## config.mk

```make
export PLATFORM = sky130hd
export DESIGN_NAME = clk_rst_gen
export DESIGN_NICKNAME = d
export VERILOG_FILES = /design/src/rtl/clk_rst_gen.sv
export SDC_FILE = /design/constraint.sdc
export NUM_CORES = 1
export LEC_CHECK = 0
export CORE_AREA = 4 4 41 43
export CTS_BUF_LIST = sky130_fd_sc_hd__clkbuf_2 sky130_fd_sc_hd__clkbuf_4 sky130_fd_sc_hd__clkbuf_8
export DETAILED_ROUTE_END_ITERATION = 8
export DIE_AREA = 0 0 45 47
export PLACE_DENSITY = 0.53
export SYNTH_ARGS = -nofsm -noshare
export SYNTH_HDL_FRONTEND = slang
export SYNTH_SLANG_ARGS = --single-unit
```

## constraint.sdc

```tcl
create_clock -name clk_i -period 1.6 [get_ports clk_i]
set_clock_uncertainty 0.1 [all_clocks]
set_input_delay 0.16 -clock clk_i [delete_from_list [all_inputs] [get_ports clk_i]]
set_output_delay 0.16 -clock clk_i [all_outputs]
set_load 0.02 [all_outputs]
```

## src/rtl/clk_rst_gen.sv

```systemverilog
// clk_rst_gen: divides clk_i into clk_o and releases an active-low downstream
//   reset (rst_no) after a fixed number of clk_o rising edges.
// Ports: clk_i (only clock), rst_i (async active-high reset), sw_rst_i (sync
//   software reset, present only with CLK_RST_GEN_SW_RST_EN defined),
//   clk_o (registered divided clock), rst_no (registered active-low reset).
// Config macro: CLK_RST_GEN_SW_RST_EN adds the sw_rst_i port; when it is not
//   defined the block behaves as if sw_rst_i were tied low.
// Latency: clk_o first rises on the 3rd clk_i edge after rst_i falls; rst_no
//   rises on the clk_o falling edge after the RstClkCycles-th clk_o rise.
// Backpressure: none; free-running once out of reset.

`timescale 1ns/1ps

module clk_rst_gen #(
   parameter int unsigned ClkDiv       = 4,  // clk_i cycles per clk_o period, 2..256
   parameter int unsigned RstClkCycles = 5   // clk_o rises before rst_no release, 1..65535
) (
   input  logic clk_i,
   input  logic rst_i,
`ifdef CLK_RST_GEN_SW_RST_EN
   input  logic sw_rst_i,
`endif
   output logic clk_o,
   output logic rst_no
);

   localparam int unsigned CntW  = $clog2(ClkDiv);
   localparam int unsigned EdgeW = $clog2(RstClkCycles + 1);

   localparam logic [CntW-1:0]  CntLast = CntW'(ClkDiv - 1);
   localparam logic [CntW-1:0]  CntHalf = CntW'(ClkDiv / 2);
   localparam logic [EdgeW-1:0] EdgeMax = EdgeW'(RstClkCycles);

   logic sw_rst;
`ifdef CLK_RST_GEN_SW_RST_EN
   assign sw_rst = sw_rst_i;
`else
   assign sw_rst = 1'b0;
`endif

   // Reset synchronizer: set asynchronously, cleared by shifting zeros in,
   // so the internal reset drops after the 2nd clk_i edge past rst_i release.
   logic [1:0] sync_q;
   logic       rst_sync;

   always_ff @(posedge clk_i or posedge rst_i) begin
      if (rst_i) begin
         sync_q <= 2'b11;
      end else begin
         sync_q <= {sync_q[0], 1'b0};
      end
   end

   assign rst_sync = sync_q[1];

   logic [CntW-1:0]  cnt_q,  cnt_d;
   logic             clk_q,  clk_d;
   logic [EdgeW-1:0] edge_q, edge_d;
   logic             rstn_q, rstn_d;
   logic             hold;
   logic             clk_rise;
   logic             clk_fall;

   assign hold = rst_sync | sw_rst;

   // clk_o is a registered decode of the counter: it is high for the edges
   // that load cnt with 1..ClkDiv/2, so the first edge out of hold (cnt 0->1)
   // is a rising edge and the low phase absorbs the extra cycle of odd ratios.
   assign clk_rise = (cnt_q == '0);
   assign clk_fall = (cnt_q == CntHalf);

   always_comb begin
      cnt_d  = (cnt_q == CntLast) ? '0 : cnt_q + 1'b1;
      clk_d  = (cnt_q < CntHalf);
      edge_d = edge_q;
      if (clk_rise && (edge_q != EdgeMax)) begin
         edge_d = edge_q + 1'b1;
      end
      // rst_no only ever rises together with a clk_o fall, then sticks.
      rstn_d = rstn_q | (clk_fall && (edge_q == EdgeMax));
      if (hold) begin
         cnt_d  = '0;
         clk_d  = 1'b0;
         edge_d = '0;
         rstn_d = 1'b0;
      end
   end

   always_ff @(posedge clk_i or posedge rst_i) begin
      if (rst_i) begin
         cnt_q  <= '0;
         clk_q  <= 1'b0;
         edge_q <= '0;
         rstn_q <= 1'b0;
      end else begin
         cnt_q  <= cnt_d;
         clk_q  <= clk_d;
         edge_q <= edge_d;
         rstn_q <= rstn_d;
      end
   end

   assign clk_o  = clk_q;
   assign rst_no = rstn_q;

endmodule

```

# == Word level (Yosys, flattened, before mapping) ==
# Index checks and enable logic that the tools add are counted.
# classes
n_bitwise,1
magnitude_cmp,1
n_reduce_logical,4
n_eq_ne,4
add_sub_neg,2
mux,6
# op_table
op,count
3-bit two-way mux,2
"2-bit equality test, second input constant",2
2-bit two-way mux,2
"3-bit by 1-bit adder with 3-bit output, second input constant",1
"3-bit equality test, second input constant",1
"3-bit inequality test, second input constant",1
"2-bit by 1-bit adder with 2-bit output, second input constant",1
1-bit logical AND,2
2-bit logical NOT,1
"2-bit less-than comparator, second input constant",1
1-bit two-way mux,2
2-bit nonzero test,1
1-bit bitwise OR,1
# totals
ff_bits,9
word_cells,23
in_bits,2
output_inout_bits,2

# == Depth between registers and ports, before layout ==
# depth
word_depth,4
ltp_mapped,4
mapped_depth_nobuf,4

# == Least setup slack after synthesis ==
# OpenSTA, ideal clock, no wires.
# synth_path
path_kind,register to register
from,register cnt_q[0]
to,register edge_q[0]
arrival_ps,1077
path_stages_with_launch,5
path_slack_ps,295
path_buffers,0
cell_sequence,dfrtp_1 > inv_1 > ha_1 > a21boi_2 > mux2_1
# synth_via
elab_chain_len,3
# synth_rtl
item,line,text
start: declaration,56,"logic [CntW-1:0] cnt_q, cnt_d;"
start signal: assignment,96,cnt_q <= cnt_d;
2-bit logical NOT,69,assign clk_rise = (cnt_q == '0);
1-bit logical AND,76,if (clk_rise && (edge_q != EdgeMax)) begin
2-bit nonzero test (no source line),n/a,
end signal: assignment,98,edge_q <= edge_d;
end: declaration,58,"logic [EdgeW-1:0] edge_q, edge_d;"
# Every way passes these cells.
# A chain may end at the register's enable or synchronous reset.

# == Final worst setup path ==
# Same ends and word-level chain as after synthesis.

==> results <==
- In the global route stage, met3 resource usage came out at 0.0230.
- The core region is 1300 um2.
- The clock-pin slew reported for the worst setup and hold paths after clock tree synthesis is 60 ps.
- The number of cell rows is 13.
- The floorplan step set the die height to 47 um.
- Summed over all failing endpoints, the final setup total negative slack is 0 ps.
- After detailed routing, the average wire length per cell comes to 11.0 um.
- The area overhead of the layout relative to synthesis is 17.8%.
- The critical path arrival is 1490 ps.
- The worst flop-to-flop path endpoint is edge_q[0]$_DFFE_PP0P_.
- The met2 track demand over resource in global routing is 0.110.
- STA classifies the critical path endpoint as a flip-flop.
- The placed wire-length estimate is 495 um.
- Entering global routing, the biggest net connects 10 pins.
- In this run the static leakage power is 0.230 nW.
- The worst reg2reg path depth is 4.
- The synthesized flop and latch total is 9.
- Among cell families on the critical path, the largest total delay comes from flip-flops.
- The number of post-CTS setup repair buffers is 0.
- The power share of the combinational group is 0.127.
- The cell with the biggest individual delay on the critical path is sky130_fd_sc_hd__dfrtp_1.
- The most common library cell in the layout ignoring fill and taps is sky130_fd_sc_hd__dfrtp_1.
- For this design the ratio of total power to cell area is 1080 nW/um2.
- The via count of the first global-routing pass came to 270.
- The initial DRC count is 0.
- The flow ran to the end, and the final reports show no timing, DRC or antenna violations.
- The via density per instance is 4.42.
- Counting both buffers and inverters, the worst setup path holds a total of 1.
- The worst reg2reg path startpoint is cnt_q[0]$_DFF_PP0_.
- For this design the total switching power over the nets is 0.000118 W.
- TritonCTS built the clock tree.
- The data required time of the critical path is 1630 ps.
- The critical path in this run is classified as flip-flop to flip-flop.
- After detailed routing, the number of remaining DRC violations is 0.
- The internal portion of the total power is 0.000393 W.
- The global placement routability congestion is 0.662.
- When the netlist entered floorplanning its net count stood at 40.
- Setup slack on the worst reg-to-reg path comes out at 140 ps.
- The count of final max-slew check failures came to 0.
- The post-synthesis average cell area is 11.8 um2.
- The maximum root-to-sink buffer count is 2.
- The clock network power share is 0.358.
- The launching element type of the critical path is a flip-flop.
- The global routing usage on met1 is 0.0800.
- Of all nets on the critical path, the largest fanout is 3.
- The total inserted antenna cells is 0.
- Summing every instance area after synthesis gives 402 um2.
- The count of antenna-violating nets left after detailed routing is 0.
- The layer with the highest usage is met2.
- The register share of total power is 0.514.
- The maximum single-stage delay on the critical path is 380 ps.
- For this run, the register share of the synthesized area comes to 0.567.
- The floorplan step defined a die boundary enclosing 2120 um2.
- The first-pass iteration count of the detailed router is 1.
- Max-cap violations in this run came to 0.
- The count of placed standard cells in the final layout, fillers left out is 55.
- In this run, CTS created clock tree buffers numbering 3.
- During synthesis, Yosys emitted a total of 0 warnings.
- The die width is 45 um.
- Buffers placed on the I/O ports in this run total 3.
- The initial core utilization is 0.309.
- The vias after detailed routing is 243.
- The number of setup violations in the final report is 0.
- Of the total power, the share spent switching nets is 0.231.
- Setup repair after global routing left no endpoint under its margin.
- CTS saw 9 sinks.
- The later pin in the worst-skew pair is clocked with a latency of 250 ps.
- The ratio of cells with drive above 1 in the final layout is 0.175.
- The initial antenna violation count is 0.
- The total overflow left after global routing is 0.
- The share of the cycle needed by the critical path after routing is 0.910.
- For this design, the CTS-stage hold fixing added 0 buffers.
- Based on the critical path, the design can be clocked at up to 687 MHz.
- The type of the worst min-delay path is input port to asynchronous set/reset pin.
- The number of gates given a new drive strength after cts is 0.
- The count of nets after finishing is 47.
- The number of endpoints with negative hold slack in the final report came to 0.
- The tree is rooted in a sky130_fd_sc_hd__clkbuf_4.
- Synthesis instantiated 14 different standard cells from the library.
- In this run the number of H-tree levels came out at 1.
- The I/O pin total is 4.
- IR analysis of the VDD net gives a maximum drop of 0.369 mV.
- The final wirelength is 607 um.
- The first-pass GRT wire length is 1060 um.
- Traced cell by cell, the critical path runs through inv_1, ha_1, a21boi_2, mux2_1.
- In the global route stage, overall resource usage came out at 0.0751.
- After filler insertion, the fill cell instance count of the layout stands at 132.
- The top cell types in the final layout, fill and taps aside, are 7 x sky130_fd_sc_hd__dfrtp_1, 5 x sky130_fd_sc_hd__nor2_1, 4 x sky130_fd_sc_hd__inv_1, 4 x sky130_fd_sc_hd__ha_1, 4 x sky130_fd_sc_hd__clkbuf_4.
- Once placement completed, the tool counted placed cells totaling 51.
- The cell count after synthesis is 34.
- The time the final worst path needs with I/O delays and setup is 1460 ps.
[power groups by stage]
stage               clock, W  combinational, W  sequential, W
floorplan                  0         0.0000480       0.000264
global placement           0         0.0000600       0.000265
detailed placement         0         0.0000672       0.000267
CTS                 0.000194         0.0000673       0.000263
global route        0.000212         0.0000747       0.000265
finish              0.000183         0.0000651       0.000263
[synthesized netlist by cell type]
library cell | number | area (um2)
sky130_fd_sc_hd__a21boi_2 | 1 | 11.3
sky130_fd_sc_hd__a21oi_1 | 1 | 5.00
sky130_fd_sc_hd__a31oi_1 | 1 | 6.26
sky130_fd_sc_hd__and4b_1 | 1 | 10.0
sky130_fd_sc_hd__buf_4 | 1 | 7.51
sky130_fd_sc_hd__conb_1 | 1 | 3.75
sky130_fd_sc_hd__dfrtp_1 | 7 | 175
sky130_fd_sc_hd__dfstp_2 | 2 | 52.6
sky130_fd_sc_hd__ha_1 | 4 | 50.1
sky130_fd_sc_hd__inv_1 | 4 | 15.0
sky130_fd_sc_hd__mux2_1 | 2 | 22.5
sky130_fd_sc_hd__nor2_1 | 5 | 18.8
sky130_fd_sc_hd__nor2b_1 | 3 | 18.8
sky130_fd_sc_hd__nor3_1 | 1 | 5.00
[flip-flops by register name, summed over array words and instances (netlist names)]
register / count
clk_o: 1
cnt_q: 2
edge_q: 3
rst_no: 1
sync_q: 2
[per-layer routing]
layer | vias to the layer above | part of all wire
li1 | 120 | -
met1 | 116 | 0.43
met2 | 5 | 0.51
met3 | 2 | 0.043
met4 | 0 | 0.023
met5 | - | 0
[worst max-delay path by stage]
| stage | start | to | slack (ps) | cells past startpoint |
|---|---|---|---|---|
| after floorplan | cnt_q[0]$_DFF_PP0_ | edge_q[0]$_DFFE_PP0P_ | 300 | 4 |
| after global placement | cnt_q[0]$_DFF_PP0_ | edge_q[1]$_DFFE_PP0P_ | 250 | 4 |
| after detailed placement | cnt_q[0]$_DFF_PP0_ | edge_q[0]$_DFFE_PP0P_ | 140 | 4 |
| after CTS | rst_no$_DFF_PP0_ | rst_no | 130 | 1 |
| after global routing | cnt_q[0]$_DFF_PP0_ | edge_q[0]$_DFFE_PP0P_ | 70 | 4 |
| final | cnt_q[0]$_DFF_PP0_ | edge_q[0]$_DFFE_PP0P_ | 140 | 4 |
[cells by family (layout without fill, tap and decap cells)]
kind of cell,after synthesis,in the layout,share of synthesized area
flops,9,9,0.567
mux,2,2,0.0561
simple gates,10,10,0.131
buf+inv,5,11,0.0561
fa+ha+maj,4,4,0.125
other cells,1,1,0.00934
compound gates,3,3,0.0561
[per-stage QoR]
step                setup slack, ps  utilization  hold WS (ps)  power, W  instance area [um2]
floorplan                       295            -          -114  0.000312                  402
global route                   68.0        0.363          75.1  0.000552                  473
CTS                             126        0.363          69.1  0.000524                  473
detailed placement              137        0.340           248  0.000334                  443
global placement                248        0.340           248  0.000325                  443
finish                          144        0.363          56.9  0.000511                  473
[final cells by class]
type	count	area, um2	area share
clock buffer	4	30.0	0.0635
multi-input combinational	20	151	0.320
inverter	4	15.0	0.0317
timing repair buffer	3	30.0	0.0635
sequential	9	228	0.481
tap	15	18.8	0.0397
[worst reg2reg max path: cells and delay by family (launching register included)]
family          cells  cell delay, ps
mux                 1             340
flops               1             380
compound gates      1             230
buf+inv             1              80
fa+ha+maj           1             200
No activity file was read; power rests on OpenSTA's default activity.
